[config.mk]
export PLATFORM = sky130hd
export DESIGN_NAME = tcdm_bank_init_arb_flat
export DESIGN_NICKNAME = d
export VERILOG_FILES = /design/src/rtl/tcdm_init_pkg.sv /design/src/rtl/tcdm_bank_init_arb_if.sv /design/src/rtl/tcdm_fill_sweep.sv /design/src/rtl/tcdm_bank_init_arb.sv /design/src/flat_wrapper.sv
export SDC_FILE = /design/constraint.sdc
export NUM_CORES = 1
export LEC_CHECK = 0
export CORE_MARGIN = 5
export CORE_UTILIZATION = 25
export CTS_BUF_LIST = sky130_fd_sc_hd__clkbuf_4
export CTS_CLUSTER_SIZE = 30
export DETAILED_ROUTE_END_ITERATION = 6
export PLACE_DENSITY_LB_ADDON = 0.05
export SYNTH_ARGS = -nofsm -noshare
export SYNTH_HDL_FRONTEND = slang
export SYNTH_SLANG_ARGS = --single-unit
[constraint.sdc]
create_clock -name clk_i -period 2 [get_ports clk_i]
set_clock_uncertainty 0.1 [all_clocks]
set_input_delay 0.4 -clock clk_i [delete_from_list [all_inputs] [get_ports clk_i]]
set_output_delay 0.4 -clock clk_i [all_outputs]
set_load 0.01 [all_outputs]
[src/rtl/tcdm_init_pkg.sv]
// Shared types for the TCDM bank front-end: FSM states and the bank request
// bundle used by the arbitration mux.
package tcdm_init_pkg;

    // Widest bank address carried in the request struct; banks up to 64k words.
    localparam int unsigned ADDR_W_MAX = 16;

    typedef enum logic {
        IDLE = 1'b0,
        FILL = 1'b1
    } state_e;

    typedef struct packed {
        logic                  req;
        logic                  wen;
        logic [ADDR_W_MAX-1:0] add;
        logic [31:0]           wdata;
        logic [3:0]            be;
    } bank_req_t;

    // Full-word write of the fill constant at the given address.
    function automatic bank_req_t fill_req(input logic [ADDR_W_MAX-1:0] add,
                                           input logic [31:0]           value);
        bank_req_t r;
        r.req   = 1'b1;
        r.wen   = 1'b0;
        r.add   = add;
        r.wdata = value;
        r.be    = 4'hF;
        return r;
    endfunction

endpackage

[src/rtl/tcdm_bank_init_arb_if.sv]
// Bank-port bundle: interconnect master side plus the SRAM side of one bank.
interface tcdm_bank_init_arb_if #(
    parameter int unsigned AW = 8
) ();
    logic          req_i;
    logic          wen_i;
    logic [AW-1:0] add_i;
    logic [31:0]   wdata_i;
    logic [3:0]    be_i;
    logic          gnt_o;
    logic          r_valid_o;
    logic [31:0]   r_rdata_o;
    logic          bank_req_o;
    logic          bank_wen_o;
    logic [AW-1:0] bank_add_o;
    logic [31:0]   bank_wdata_o;
    logic [3:0]    bank_be_o;
    logic [31:0]   bank_rdata_i;

    modport slave (
        input  req_i, wen_i, add_i, wdata_i, be_i, bank_rdata_i,
        output gnt_o, r_valid_o, r_rdata_o,
               bank_req_o, bank_wen_o, bank_add_o, bank_wdata_o, bank_be_o
    );

    modport master (
        output req_i, wen_i, add_i, wdata_i, be_i, bank_rdata_i,
        input  gnt_o, r_valid_o, r_rdata_o,
               bank_req_o, bank_wen_o, bank_add_o, bank_wdata_o, bank_be_o
    );
endinterface

[src/rtl/tcdm_fill_sweep.sv]
// Fill address sweep and master-stall budget for the bank init engine;
// also produces the registered completion pulse.
module tcdm_fill_sweep #(
    parameter int unsigned BANK_SIZE = 256,
    parameter int unsigned MAX_STALL = 8,
    parameter int unsigned AW        = 8
) (
    input  logic          clk_i,
    input  logic          rst_i,
    input  logic          start_i,
    input  logic          slot_i,
    input  logic          stall_i,
    output logic [AW-1:0] fill_cnt_o,
    output logic          stall_full_o,
    output logic          last_o,
    output logic          done_o
);
    localparam int unsigned SW = $clog2(MAX_STALL + 1);

    logic [AW-1:0] fill_cnt_q, fill_cnt_d;
    logic [SW-1:0] stall_cnt_q, stall_cnt_d;
    logic          done_q, done_d;

    assign last_o       = (fill_cnt_q == AW'(BANK_SIZE - 1));
    assign stall_full_o = (stall_cnt_q == SW'(MAX_STALL));
    assign fill_cnt_o   = fill_cnt_q;
    assign done_o       = done_q;

    always_comb begin
        fill_cnt_d  = fill_cnt_q;
        stall_cnt_d = stall_cnt_q;
        if (start_i) begin
            fill_cnt_d  = '0;
            stall_cnt_d = '0;
        end else if (slot_i) begin
            // Wraps to 0 after the last word, leaving the counter ready for a restart.
            fill_cnt_d  = fill_cnt_q + AW'(1);
            stall_cnt_d = '0;
        end else if (stall_i) begin
            stall_cnt_d = stall_cnt_q + SW'(1);
        end
        done_d = slot_i & last_o;
    end

    always_ff @(posedge clk_i or posedge rst_i) begin
        if (rst_i) begin
            fill_cnt_q  <= '0;
            stall_cnt_q <= '0;
            done_q      <= 1'b0;
        end else begin
            fill_cnt_q  <= fill_cnt_d;
            stall_cnt_q <= stall_cnt_d;
            done_q      <= done_d;
        end
    end
endmodule

[src/rtl/tcdm_bank_init_arb.sv]
// TCDM bank front-end: shares one 1-cycle SRAM bank between the interconnect
// master and a constant-fill engine with bounded master starvation.
module tcdm_bank_init_arb
    import tcdm_init_pkg::*;
#(
    parameter int unsigned BANK_SIZE  = 256,
    parameter logic [31:0] INIT_VALUE = 32'h0,
    parameter bit          INIT_PRIO  = 1'b0,
    parameter int unsigned MAX_STALL  = 8,
    localparam int unsigned AW        = $clog2(BANK_SIZE)
) (
    input  logic                 clk_i,
    input  logic                 rst_i,
    input  logic                 init_i,
    output logic                 init_busy_o,
    output logic                 init_done_o,
    tcdm_bank_init_arb_if.slave  bus
);
    state_e        state_q, state_d;
    logic          slot, gnt, start, stall_gnt;
    logic          stall_full, last;
    logic [AW-1:0] fill_cnt;
    logic          r_valid_q, r_valid_d;
    bank_req_t     mst_req, bank_req;

    assign start     = (state_q == IDLE) & init_i;
    assign stall_gnt = (state_q == FILL) & gnt;

    tcdm_fill_sweep #(
        .BANK_SIZE (BANK_SIZE),
        .MAX_STALL (MAX_STALL),
        .AW        (AW)
    ) u_sweep (
        .clk_i        (clk_i),
        .rst_i        (rst_i),
        .start_i      (start),
        .slot_i       (slot),
        .stall_i      (stall_gnt),
        .fill_cnt_o   (fill_cnt),
        .stall_full_o (stall_full),
        .last_o       (last),
        .done_o       (init_done_o)
    );

    always_ff @(posedge clk_i or posedge rst_i) begin
        if (rst_i) begin
            state_q <= IDLE;
        end else begin
            state_q <= state_d;
        end
    end

    // init_i is only looked at in IDLE, so a pulse during a fill is dropped.
    always_comb begin
        state_d = state_q;
        case (state_q)
            IDLE:    if (init_i) state_d = FILL;
            FILL:    if (slot && last) state_d = IDLE;
            default: state_d = IDLE;
        endcase
    end

    always_comb begin
        slot = 1'b0;
        gnt  = 1'b0;
        case (state_q)
            IDLE: gnt = bus.req_i;
            // Fill takes the cycle when prioritised, idle, or the stall budget is spent.
            FILL: begin
                if (INIT_PRIO || !bus.req_i || stall_full) slot = 1'b1;
                else                                       gnt  = 1'b1;
            end
            default: ;
        endcase

        mst_req.req   = gnt;
        mst_req.wen   = bus.wen_i;
        mst_req.add   = ADDR_W_MAX'(bus.add_i);
        mst_req.wdata = bus.wdata_i;
        mst_req.be    = bus.be_i;

        bank_req  = slot ? fill_req(ADDR_W_MAX'(fill_cnt), INIT_VALUE) : mst_req;
        r_valid_d = bus.req_i & gnt;
    end

    always_ff @(posedge clk_i or posedge rst_i) begin
        if (rst_i) begin
            r_valid_q <= 1'b0;
        end else begin
            r_valid_q <= r_valid_d;
        end
    end

    assign bus.gnt_o        = gnt;
    assign bus.r_valid_o    = r_valid_q;
    assign bus.r_rdata_o    = bus.bank_rdata_i;
    assign bus.bank_req_o   = bank_req.req;
    assign bus.bank_wen_o   = bank_req.wen;
    assign bus.bank_add_o   = AW'(bank_req.add);
    assign bus.bank_wdata_o = bank_req.wdata;
    assign bus.bank_be_o    = bank_req.be;
    assign init_busy_o      = (state_q == FILL);
endmodule
[src/flat_wrapper.sv]
// flat-port wrapper written by rule: the top's interface ports become plain ports
module tcdm_bank_init_arb_flat import tcdm_init_pkg::*;
#(
    parameter int unsigned BANK_SIZE  = 256,
    parameter logic [31:0] INIT_VALUE = 32'h0,
    parameter bit          INIT_PRIO  = 1'b0,
    parameter int unsigned MAX_STALL  = 8,
    localparam int unsigned AW        = $clog2(BANK_SIZE)
)
  (clk_i, rst_i, init_i, init_busy_o, init_done_o, bus_req_i, bus_wen_i, bus_add_i, bus_wdata_i, bus_be_i, bus_bank_rdata_i, bus_gnt_o, bus_r_valid_o, bus_r_rdata_o, bus_bank_req_o, bus_bank_wen_o, bus_bank_add_o, bus_bank_wdata_o, bus_bank_be_o);
  tcdm_bank_init_arb_if bus_i ();
  input  logic clk_i;
  input  logic rst_i;
  input  logic init_i;
  output logic init_busy_o;
  output logic init_done_o;
  input wire logic [$bits(bus_i.req_i)-1:0] bus_req_i;
  input wire logic [$bits(bus_i.wen_i)-1:0] bus_wen_i;
  input wire logic [$bits(bus_i.add_i)-1:0] bus_add_i;
  input wire logic [$bits(bus_i.wdata_i)-1:0] bus_wdata_i;
  input wire logic [$bits(bus_i.be_i)-1:0] bus_be_i;
  input wire logic [$bits(bus_i.bank_rdata_i)-1:0] bus_bank_rdata_i;
  output wire logic [$bits(bus_i.gnt_o)-1:0] bus_gnt_o;
  output wire logic [$bits(bus_i.r_valid_o)-1:0] bus_r_valid_o;
  output wire logic [$bits(bus_i.r_rdata_o)-1:0] bus_r_rdata_o;
  output wire logic [$bits(bus_i.bank_req_o)-1:0] bus_bank_req_o;
  output wire logic [$bits(bus_i.bank_wen_o)-1:0] bus_bank_wen_o;
  output wire logic [$bits(bus_i.bank_add_o)-1:0] bus_bank_add_o;
  output wire logic [$bits(bus_i.bank_wdata_o)-1:0] bus_bank_wdata_o;
  output wire logic [$bits(bus_i.bank_be_o)-1:0] bus_bank_be_o;
  assign bus_i.req_i = bus_req_i;
  assign bus_i.wen_i = bus_wen_i;
  assign bus_i.add_i = bus_add_i;
  assign bus_i.wdata_i = bus_wdata_i;
  assign bus_i.be_i = bus_be_i;
  assign bus_i.bank_rdata_i = bus_bank_rdata_i;
  assign bus_gnt_o = bus_i.gnt_o;
  assign bus_r_valid_o = bus_i.r_valid_o;
  assign bus_r_rdata_o = bus_i.r_rdata_o;
  assign bus_bank_req_o = bus_i.bank_req_o;
  assign bus_bank_wen_o = bus_i.bank_wen_o;
  assign bus_bank_add_o = bus_i.bank_add_o;
  assign bus_bank_wdata_o = bus_i.bank_wdata_o;
  assign bus_bank_be_o = bus_i.bank_be_o;
  tcdm_bank_init_arb #(.BANK_SIZE(BANK_SIZE), .INIT_VALUE(INIT_VALUE), .INIT_PRIO(INIT_PRIO), .MAX_STALL(MAX_STALL)) u_core (.clk_i(clk_i), .rst_i(rst_i), .init_i(init_i), .init_busy_o(init_busy_o), .init_done_o(init_done_o), .bus(bus_i));
endmodule
== Yosys cells after proc, flatten, opt, wreduce, memory -nomap -nowiden ==
Cells that the tools add are included.
Word-level totals
  bits in registers: 15
  bits of input ports: 81
  output and inout port bits: 82
  word-level logic and storage cells: 32
Operators by class
  $add $sub $neg: 2
  equality and inequality tests: 2
  muxes and demuxes: 13
  bitwise gates (word level): 5
  reduce and logical (&&, ||, !) cells: 5
Operators by type and width (number)
  $mux W54: 1
  $mux W8: 2
  $mux W4: 3
  $add A8 B1 Y8 const B: 1
  $eq A8 B8 Y1 const B: 1
  $mux W1: 5
  $add A4 B1 Y4 const B: 1
  $and A1 B1 Y1: 4
  $eq A4 B4 Y1 const B: 1
  $pmux W1 S2: 2
  $reduce_bool A3 Y1: 1
  $reduce_bool A2 Y1: 1
  $logic_and A1 B1 Y1: 1
  $logic_not A1 Y1: 1
  $logic_or A1 B1 Y1: 1
  $not A1 Y1: 1

== Longest topological paths before layout ==
Gate-level depths: netlist of run 1.
  depth in word-level cells: 8
  depth in mapped cells: 8
  gate-level depth less buffers: 6

== Cells and area by module ==
From an unflattened synthesis of run 1, not the netlist that was laid out.
Unflattened totals
  cells, all modules: 158
  area total of the unflattened synthesis: 1368.8 um2
Modules (own cells, without submodules)
  tcdm_bank_init_arb: times used 1, cells each 96, area each 734.5 um2, seq. area each 50.0 um2
  tcdm_fill_sweep: times used 1, cells each 62, area each 634.4 um2, seq. area each 325.3 um2

== Worst setup path before layout of run 1 ==
OpenSTA, ideal clock, no wires.
  kind: register to output
  start point: register u_core.u_sweep.stall_cnt_q[0]
  end point: output bus_bank_add_o[2]
  data arrival time: 1577 ps
  required time: 1500 ps
  setup slack: -77 ps
  cell stages (with the launch flop): 9
  buffers on the path: 2
  cell sequence: dfrtp_1 > inv_1 > ha_1 > and3b_2 > o21ai_1 > buf_2 > buf_4 > nand2_1 > o21ai_1
Between the ends
  word-level cells in the longest chain between the ends: 5
RTL lines
  start, declared: RTL line tcdm_fill_sweep.sv:21  | logic [SW-1:0] stall_cnt_q, stall_cnt_d;
  start signal, assigned: RTL line tcdm_fill_sweep.sv:52  | stall_cnt_q <= stall_cnt_d;
  $eq A4 B4 Y1: RTL line tcdm_fill_sweep.sv:25  | assign stall_full_o = (stall_cnt_q == SW'(MAX_STALL));
  $logic_or A1 B1 Y1: RTL line tcdm_bank_init_arb.sv:70  | if (INIT_PRIO || !bus.req_i || stall_full) slot = 1'b1;
  $mux W1: RTL line tcdm_bank_init_arb.sv:70
  $mux W1: RTL line tcdm_bank_init_arb.sv:66  | case (state_q)
  $mux W54: RTL line tcdm_bank_init_arb.sv:82  | bank_req = slot ? fill_req(ADDR_W_MAX'(fill_cnt), INIT_VALUE) : mst_req;
  end, declared: RTL line flat_wrapper.sv:28  | output wire logic [$bits(bus_i.bank_add_o)-1:0] bus_bank_add_o;
Every way passes these cells.

== Worst setup path after layout of run 1 ==
  start point: register u_core.u_sweep.stall_cnt_q[0]
  end point: output bus_bank_be_o[3]
Between the ends
  word-level cells in the longest chain between the ends: 5
RTL lines
  $eq A4 B4 Y1: RTL line tcdm_fill_sweep.sv:25
  $logic_or A1 B1 Y1: RTL line tcdm_bank_init_arb.sv:70
  $mux W1: RTL line tcdm_bank_init_arb.sv:70
  $mux W1: RTL line tcdm_bank_init_arb.sv:66
  $mux W54: RTL line tcdm_bank_init_arb.sv:82
  end, declared: RTL line flat_wrapper.sv:30  | output wire logic [$bits(bus_i.bank_be_o)-1:0] bus_bank_be_o;
Every way passes these cells.

==> metrics.md, run 1 <==
| Metric | Value |
|---|---|
| Period minus WS final | `between 2000 and 2500 ps` |
| Design Power | `roughly 1.2 mW` |
| CP arrival | `around 1900 ps` |
| Global-route wire length before repair | `between 8 and 9 mm` |
| Logic pwr share | `~49%` |
| Total Nets Final | `about 360` |
| TritonCTS Buffers | `3` |
| Vias per cell | `4.42` |
| Outcome | `finished with violations` |
| Die X | `83.2 um` |
| Post-Synth Simple-Gate Area | `between 30% and 40%` |
| HP Class | `input port to async pin` |
| GR Overflow Total | `0` |
| Core Footprint | `5170 sq um` |
| Slew Viols, Final | `0` |
| Placed instance count | `~320` |
| Clk network pwr share | `between 10% and 20%` |
| Pre-antenna DRT Iters | `2` |
| Violated checks | `setup timing` |
| Initial antenna violation count | `0` |
| Slew @ Worst Pin | `~390 ps` |
| Pleak | `roughly 1.2 nW` |
| Port Buf Inserts | `98` |
| Synth Area in XOR/XNOR | `roughly 2.6%` |
| Starting Density | `between 20% and 30%` |
| Gr usage total | `between 10% and 20%` |
| Yosys reg bits | `15` |
| CTS tree | `built` |
| RSZ-0062 raised after global routing | `yes` |
| Largest family of logic cells by synthesized area | `simple AND/OR/NAND/NOR gates` |
| HPWL Detailed | `approximately 4.1 mm` |
| Die area | `just under 7000 sq um` |
| Final worst slack | `-375 ps` |
| Compound-Gate Fraction of Synth Area | `under 10%` |
| Clock latency on the worst-skew pair | `roughly 290 ps` |
| Antenna Cells | `0` |
| Seq/Total Area, Yosys | `about 28%` |
| Fin crit share | `119%` |
| First DRT Iteration DRCs | `22` |
| Vias in the first global route | `1646` |
| Pint | `about 0.81 mW` |
| VDD IR max | `232 uV` |
| Synth warn | `0` |
| Hold Buf Count CTS | `0` |
| Final Hold Vio Count | `0` |
| Maxcap violations | `0` |
| Synth top area share | `28.0%` |
| Antenna Violating Nets Remaining | `0` |
| Layout area overhead | `92.7%` |
| CTS sink cnt | `15` |
| Number of enable flip-flop cells after synthesis | `0` |
| WL final | `5.37 mm` |
| # rows | `26` |
| Residual DRC | `0` |
| Final non-filler cell area | `approximately 2600 sq um` |
| Library cells used by synthesis | `32` |
| Synthesized-area fraction occupied by adder cells | `2.80%` |
| Pin count of the biggest net entering global routing | `10` |
| Post-synthesis mux area share | `1.49%` |
| Async set-reset flop share out of synthesis | `100%` |
| Clock Tree Root | `clkbuf_4` |
| Die Ht | `around 83 um` |
| Synthesized net count | `around 260` |
| Critical Path RT | `roughly 1500 ps` |
| Non-Filler Instances | `approximately 340` |
| Synthesized area | `between 1000 and 1500 sq um` |
| Wire per inst | `about 16 um` |
| Pre-CTS setup slack | `-608 ps` |
| Switching Fraction | `between 30% and 40%` |
| PD cells | `479 nW/um^2` |
| Fraction of layout cells with a size suffix above 1 | `46.9%` |
| Kind of end point of the critical path | `output pin` |
| Critical Path Source Type | `flop` |
| Slew margin rel. | `73.8%` |
| Clock slew seen by the registers of the worst setup and hold paths | `100 ps` |
| Post-DP Area | `between 2000 and 2500 sq um` |
| F_max | `about 420 MHz` |
| Post-synthesis cell count | `approximately 170` |
| Critical path class | `flop to output pin` |
| Reg power frac | `35.9%` |
| Primary FF master, synth | `dfrtp_1` |
| Via count | `approximately 1500` |
| Clock Path Buffers | `2` |
| Syn avg cell area | `~7.7 sq um` |
| Placer congestion estimate | `between 0.7 and 0.8` |
| Top cells by area, synth | `dfrtp_1 (28%), buf_4 (18%), and2_1 (15%), nand2_1 (9.0%), ha_1 (2.8%)` |
| Final setup viols | `46` |
| IO Count | `approximately 160` |
| Worst-path maximum fanout | `8` |
| P_sw | `0.432 mW` |
| H-tree levels | `1` |
| Biggest area consumer among synthesized cells | `dfrtp_1` |
==> cell usage in the layout, fill, tap and decap left out, drive strengths merged, types with 2 or more instances in the layout <==
cell type / instances
nor2: 6
clkdlybuf4s50: 49
clkbuf: 3
o31ai: 2
ha: 3
o21ai: 5
inv: 5
nand2: 32
nand3: 5
nand2b: 5
nand4: 3
buf: 79
xnor2: 3
mux2i: 2
and2: 33
a21oi: 4
dfrtp: 15
==> power by group through the flow <==
stage | clock [mW] | combinational [mW] | sequential, mW
final | 0.181 | 0.612 | 0.445
after global routing | 0.206 | 0.678 | 0.459
after CTS | 0.192 | 0.581 | 0.446
after detailed placement | 0 | 0.567 | 0.452
after global placement | 0 | 0.565 | 0.450
after floorplan | 0 | 0.304 | 0.438
==> critical path, cell delays in order (launching register included) <==
cell and delay, ps:
dfrtp_1 360, inv_1 50, ha_2 180, and3b_2 220, o21ai_4 140, buf_6 130
buf_6 120, buf_12 120, buf_6 90, nand2b_1 40, buf_2 140
==> routing by layer <==
layer	vias up	global-route usage, %	wire length, um
met4	0	5.35	148
met5	-	0	0
met2	73	28.2	2860
met3	22	6.34	572
met1	684	13.9	1790
li1	727	-	-
==> cell type report <==
class	instances	area (sq um)
Fill cell	522	2590
Inverter	5	18.8
Clock inverter	1	5.00
Timing Repair Buffer	131	1280
Clock buffer	3	22.5
Tap cell	70	87.6
Sequential cell	15	377
Multi-Input combinational cell	116	792
==> flip-flops by register name, summed over array words and instances (netlist names) <==
name / count
u_core.u_sweep.fill_cnt_o: 8
u_core.u_sweep.stall_cnt_q: 4
u_core.bus.r_valid_o: 1
u_core.init_busy_o: 1
u_core.u_sweep.done_o: 1
==> cell families after synthesis <==
family,after synthesis
buffers and inverters,43
AND/OR/NAND/NOR,90
adder cells (fa/ha/maj),3
AO/OA/AOI/OAI,17
multiplexers,2
flip-flops,15
XOR/XNOR,4
==> through the flow <==
| step | utilization, % | TNS (ps) | hold WS, ps |
|---|---|---|---|
| 2_1_floorplan | - | 0 | 201 |
| 3_3_place_gp | 44.6 | -26050 | 420 |
| 3_5_place_dp | 44.6 | -26510 | 440 |
| 4_1_cts | 47.1 | -15570 | 241 |
| 5_1_grt | 50.0 | -18140 | 253 |
| 6_report | 50.0 | -14220 | 237 |
==> synthesized netlist by cell type (2+ instances only) <==
cell,instances
and2_1,33
dfrtp_1,15
mux2i_1,2
nand2b_1,5
nand2_1,32
o21ai_1,5
nand3_1,5
ha_1,3
nand4_1,3
clkbuf_1,4
o31ai_1,2
xnor2_1,3
buf_4,33
inv_1,4
nor2_1,5
a21oi_1,4
==> worst paths after layout <==
kind / start / endpoint / slack (ps) / depth (start not counted)
max in group asynchronous: rst_i / u_core.init_busy_o / 1100 / 3
worst max register to register: u_core.u_sweep.stall_cnt_q[0] / u_core.u_sweep.fill_cnt_o[5] / 30 / 9
worst min register to register: u_core.u_sweep.fill_cnt_o[0] / u_core.u_sweep.fill_cnt_o[0] / 450 / 1
worst max-delay path: u_core.u_sweep.stall_cnt_q[0] / bus_bank_be_o[3] / -380 / 10
worst min-delay path: rst_i / u_core.u_sweep.fill_cnt_o[1] / 240 / 2
min in group clk_i: u_core.u_sweep.fill_cnt_o[0] / u_core.u_sweep.fill_cnt_o[0] / 450 / 1
==> what timing repair did <==
item,CTS,global route
cloned,4,0
gates resized for setup,238,38
pin swaps,39,9
setup endpoints to repair,47,49
buffers inserted,7,6
Note: power is estimated with default switching activity, not from simulation.
==> inputs of run 2 (changes only) <==
Settings changed: TNS_END_PERCENT from default to 5.
==> run 2 against run 1 <==
Against the previous run:
- the flow still finishes with violations (setup timing)
- die area stayed put
- worst hold slack hardly changed
- critical path depth stayed put
- first-iteration DRC count is 14% higher
- register-to-register slack hardly changed
- critical path type unchanged
- highest routed layer unchanged
==> metrics.md, run 2 (synthesis gave the netlist of run 1 again) <==
| Metric | Value |
|---|---|
| Die Ht | `around 83 um` |
| Slew Viols, Final | `0` |
| Starting Density | `about a quarter` |
| TritonCTS Buffers | `3` |
| Critical Path RT | `1500 ps` |
| Final Hold Vio Count | `0` |
| Commonest non-fill, non-tap cell in the layout | `clkdlybuf4s50_1` |
| Setup crit end | `bus_bank_be_o[3]` |
| Pre-antenna DRT Iters | `4` |
| Fin crit share | `119%` |
| Clock slew seen by the registers of the worst setup and hold paths | `approximately 100 ps` |
| F_max | `420 MHz` |
| CP delay by family, top | `buffers and inverters` |
| CTS tree | `built` |
| Hold Buf Count CTS | `0` |
| GR Overflow Total | `0` |
| Antenna Cells | `0` |
| Fraction of layout cells with a size suffix above 1 | `a little under two fifths` |
| Total negative slack | `-14990 ps` |
| Non-Filler Instances | `340` |
| Wire per inst | `15.4 um` |
| Outcome | `finished with violations` |
| IO Count | `roughly 160` |
| Pleak | `1.14 nW` |
| Die X | `about 83 um` |
| Worst Reg-to-Reg Cells | `8` |
| Slew @ Worst Pin | `388 ps` |
| Port Buf Inserts | `98` |
| Global-route wire length before repair | `between 8 and 9 mm` |
| Gr usage total | `about 15%` |
| Core Footprint | `5170 sq um` |
| Slowest CP cell | `dfrtp_1` |
| Critical Path Source Type | `flop` |
| Final non-filler cell area | `between 2000 and 2500 sq um` |
| Via count | `1473` |
| HPWL Detailed | `between 4 and 5 mm` |
| HP Class | `input port to async pin` |
| H-tree levels | `1` |
| Slew margin rel. | `74.0%` |
| Layout area overhead | `78.2%` |
| Pin count of the biggest net entering global routing | `10` |
| Residual DRC | `0` |
| R2r setup slk | `30 ps` |
| CP Depth | `10` |
| Maxcap violations | `0` |
| CTS sink cnt | `15` |
| Reg2reg start | `u_core.u_sweep.stall_cnt_q[0]` |
| Violated checks | `setup timing` |
| VDD IR max | `between 200 and 250 uV` |
| Largest register FFs | `8` |
| # rows | `26` |
| Worst stage delay on the critical path | `between 300 and 400 ps` |
| Placed instance count | `between 300 and 400` |
| Final worst slack | `-379 ps` |
| Most frequent cells in the layout | `clkdlybuf4s50_1 (49), buf_2 (35), nand2_1 (31), and2_1 (27), buf_4 (21)` |
| CP Launch Point | `u_core.u_sweep.stall_cnt_q[0]` |
| Initial antenna violation count | `0` |
| Vias per cell | `about 4.3` |
| Clock Path Buffers | `2` |
| RSZ-0062 raised after global routing | `yes` |
| Post-DP Area | `between 2000 and 2500 sq um` |
| Antenna Violating Nets Remaining | `0` |
| Clock latency on the worst-skew pair | `just under 300 ps` |
| CP Cell Sequence | `inv_1 -> ha_2 -> and3b_2 -> o21ai_4 -> buf_6 -> buf_6 -> buf_12 -> buf_6 -> nand2b_1 -> buf_2` |
| First DRT Iteration DRCs | `25` |
| Period minus WS final | `2380 ps` |
| Placer congestion estimate | `about 0.77` |
| Total Nets Final | `355` |
| Clock Tree Root | `clkbuf_4` |
| Most used cell, CP | `buf_6` |
| CP arrival | `~1900 ps` |
| Fin util | `46.2%` |
| Vias in the first global route | `1615` |
| Worst-path maximum fanout | `8` |
| Die area | `just under 7000 sq um` |
| CP Buf/Inv Count | `6` |
| Pre-CTS setup slack | `-608 ps` |
| Reg2reg end | `u_core.u_sweep.fill_cnt_o[5]` |
| Kind of end point of the critical path | `output pin` |
| Final setup viols | `46` |
| PD cells | `a little under 500 nW/um^2` |
| WL final | `roughly 5.2 mm` |
| Critical path class | `flop to output pin` |
[run 2: changes by cell type in the layout (fill, tap and decap cells not counted), moves of 6 or more]
| cell | before | now |
|---|---|---|
| buf_6 | 37 | 17 |
| and2_1 | 10 | 27 |
| and2_4 | 23 | 6 |
| buf_2 | 18 | 35 |
| nand2_1 | 24 | 31 |
| nand2_2 | 7 | 1 |
[run 2: final cells by class]
class,instances,area [sq um]
Clock buffer,3,22.5
Clock inverter,1,5.00
Fill cell,545,2780
Inverter,5,18.8
Multi-Input combinational cell,116,714
Sequential cell,15,377
Tap cell,70,87.6
Timing Repair Buffer,130,1160
[run 2: stage by stage]
stage                     hold slack, ps  total power, mW
final                                237             1.19
after global placement               420             1.02
after CTS                            241             1.19
after detailed placement             440             1.02
after global routing                 254             1.29
after floorplan                      201            0.742
[run 2: worst min-delay path by stage]
| stage | to | depth (start not counted) |
|---|---|---|
| 3_5_place_dp | u_core.u_sweep.fill_cnt_o[0] | 1 |
| 5_1_grt | u_core.u_sweep.fill_cnt_o[6] | 2 |
| 6_report | u_core.u_sweep.fill_cnt_o[1] | 2 |
| 2_1_floorplan | u_core.bus.r_valid_o | 1 |
| 4_1_cts | u_core.u_sweep.fill_cnt_o[3] | 2 |
| 3_3_place_gp | u_core.u_sweep.fill_cnt_o[0] | 1 |
[run 2: report_power, final]
group / internal (mW) / switching, mW
clock network: 0.0743 / 0.107
logic: 0.324 / 0.236
registers: 0.369 / 0.0749
[run 2: timing repair]
action,CTS,global route
gates resized for setup,210,15
buffers inserted,6,2
hold endpoints to repair,0,0
pin swaps,17,9
gates cloned,4,0
setup endpoints to repair,47,48
[run 2: layer usage]
metal | track usage, % | share of wire (%) | wire length (um)
met1 | 13.9 | 34 | 1780
met2 | 27.5 | 53 | 2740
met3 | 6.24 | 11 | 549
met4 | 5.35 | 2.8 | 148
met5 | 0 | 0 | 0
==> inputs of run 3 (changes only) <==
Settings changed: CORE_MARGIN 5 to 10.
==> run 3 against run 2 <==
Against the previous run:
- wire length grew 11%
- flip-flop and latch count is the same
- global-route usage shrank 1.9 points
- highest routed layer unchanged
- worst hold slack gained 130 ps
- the flow still finishes with violations (setup timing)
- largest power group unchanged
==> metrics.md, run 3 (synthesis gave the netlist of run 1 again) <==
| Metric | Value |
|---|---|
| Outcome | `finished with violations` |
| Violated checks | `setup timing` |
| PD cells | `approximately 500 nW/um^2` |
| Reg2reg start | `u_core.u_sweep.stall_cnt_q[0]` |
| Maxcap violations | `0` |
| Fillers | `560` |
| Final Hold Vio Count | `0` |
| Initial antenna violation count | `0` |
| Slew @ Worst Pin | `606 ps` |
| Clk network pwr share | `between 10% and 20%` |
| Starting Density | `26.1%` |
| Pleak | `around 1.1 nW` |
| Slew Viols, Final | `0` |
| Antenna Violating Nets Remaining | `0` |
| Kind of end point of the critical path | `output pin` |
| RSZ-0062 raised after global routing | `yes` |
| Pre-antenna DRT Iters | `3` |
| Die X | `93.2 um` |
| Die area | `8690 sq um` |
| Slowest CP cell | `dfrtp_1` |
| Period minus WS final | `~2300 ps` |
| Pre-CTS setup slack | `-620 ps` |
| Vias per cell | `4.25` |
| First DRT Iteration DRCs | `20` |
| CP arrival | `~1800 ps` |
| Via count | `1418` |
| Wire per inst | `between 15 and 20 um` |
| Antenna Cells | `0` |
| Switching Fraction | `between 30% and 40%` |
| GR Overflow Total | `0` |
| # rows | `26` |
| H-tree levels | `1` |
| Critical Path Source Type | `flop` |
| HP Class | `input port to async pin` |
| Clock latency on the worst-skew pair | `290 ps` |
| Placer congestion estimate | `about 0.72` |
| Reg2reg end | `u_core.u_sweep.fill_cnt_o[5]` |
| Critical Path RT | `approximately 1500 ps` |
| Register area | `between 300 and 400 sq um` |
| Residual DRC | `0` |
| Final setup viols | `between 40 and 50` |
| CP delay by family, top | `buffers and inverters` |
| Clock Path Buffers | `2` |
| F_max | `around 430 MHz` |
| Slew margin rel. | `59.6%` |
| Gr usage total | `about 13%` |
| Worst stage delay on the critical path | `around 360 ps` |
| Clock Tree Root | `clkbuf_4` |
| Die Ht | `about 93 um` |
| P_sw | `0.425 mW` |
| Port Buf Inserts | `98` |
| Most frequent cells in the layout | `clkdlybuf4s50_1 (49), buf_2 (35), nand2_1 (30), and2_1 (24), buf_6 (20)` |
| Pint | `between 0.7 and 0.8 mW` |
| CP Buf/Inv Count | `4` |
| IO Count | `between 150 and 200` |
| Core Footprint | `about 5100 sq um` |
| Worst Reg-to-Reg Cells | `9` |
| Fin crit share | `116%` |
| CTS sink cnt | `15` |
| VDD IR max | `roughly 170 uV` |
| Layout area overhead | `74.3%` |
| CTS tree | `built` |
| Pin count of the biggest net entering global routing | `16` |
| CP Cell Sequence | `inv_1 -> ha_2 -> and3b_2 -> o21ai_4 -> buf_6 -> buf_16 -> nand2_2 -> o21ai_1 -> buf_2` |
| Fraction of layout cells with a size suffix above 1 | `roughly 38%` |
| Logic pwr share | `between 40% and 50%` |
| Worst-path maximum fanout | `7` |
| Commonest non-fill, non-tap cell in the layout | `clkdlybuf4s50_1` |
| Final worst slack | `-320 ps` |
| TritonCTS Buffers | `3` |
| Reg power frac | `slightly below 40%` |
| Vias in the first global route | `around 1500` |
| WL final | `5.78 mm` |
| Critical path class | `flop to output pin` |
| Design Power | `1.17 mW` |
| Global-route wire length before repair | `between 8 and 9 mm` |
| HPWL Detailed | `around 4.7 mm` |
| Clock slew seen by the registers of the worst setup and hold paths | `100 ps` |
| Total Nets Final | `roughly 350` |
| R2r setup slk | `0 ps` |
| Largest register FFs | `8` |
| Multi-input gate area | `roughly 730 sq um` |
## run 3: cell count changes in the layout (fill, tap and decap cells not counted), sizes merged
cell,previous run,this run
clkdlybuf4s15,1,0
buf,78,72
clkbuf,3,4
## run 3: worst max-delay path by stage
stage                          endpoint                          start  slack (ps)  cells past startpoint
detailed placement  bus_bank_wdata_o[8]                      bus_req_i        -620                      6
floorplan             bus_bank_add_o[2]  u_core.u_sweep.stall_cnt_q[0]           6                      8
global placement    bus_bank_wdata_o[8]                      bus_req_i        -640                      6
finish                bus_bank_add_o[2]  u_core.u_sweep.stall_cnt_q[0]        -320                      9
global route          bus_bank_add_o[2]  u_core.u_sweep.stall_cnt_q[0]        -460                      9
CTS                   bus_bank_add_o[2]  u_core.u_sweep.stall_cnt_q[1]        -360                      9
## run 3: layer usage
metal	part of all wire, %	global-route usage, %
met2	53	22.6
met5	0	0
met3	8.3	4.08
met4	4.0	6.17
met1	35	13.1
## run 3: stage by stage
stage | area, sq um | instances | hold WS (ps) | TNS, ps | utilization (%)
2_1_floorplan | 1350 | 174 | 201 | 0 | -
3_3_place_gp | 2270 | 319 | 430 | -27280 | 44.2
3_5_place_dp | 2270 | 319 | 441 | -26680 | 44.2
4_1_cts | 2260 | 333 | 390 | -13810 | 44.0
5_1_grt | 2340 | 334 | 418 | -17860 | 45.5
6_report | 2340 | 334 | 367 | -12350 | 45.5
## run 3: cell type report
class / count / share of cell area (%)
clock buffers: 3 / 0.964
clock inverters: 1 / 0.214
inverters: 5 / 0.803
multi-input cells: 116 / 31.2
flip-flops and latches: 15 / 16.1
well taps: 70 / 3.75
repair buffers: 124 / 46.9
## run 3: timing repair
item	4_1_cts	5_1_grt
hold buffers	0	0
pin swaps	14	11
buffers inserted	6	1
cloned	4	0
gates resized for setup	210	21
endpoints found under the setup margin	48	51
## run 3: power groups by stage
stage          registers, mW  clock network (mW)  logic [mW]
6_report               0.456               0.178       0.538
4_1_cts                0.458               0.187       0.527
2_1_floorplan          0.438                   0       0.304
3_3_place_gp           0.464                   0       0.546
5_1_grt                0.473               0.203       0.598
3_5_place_dp           0.464                   0       0.547
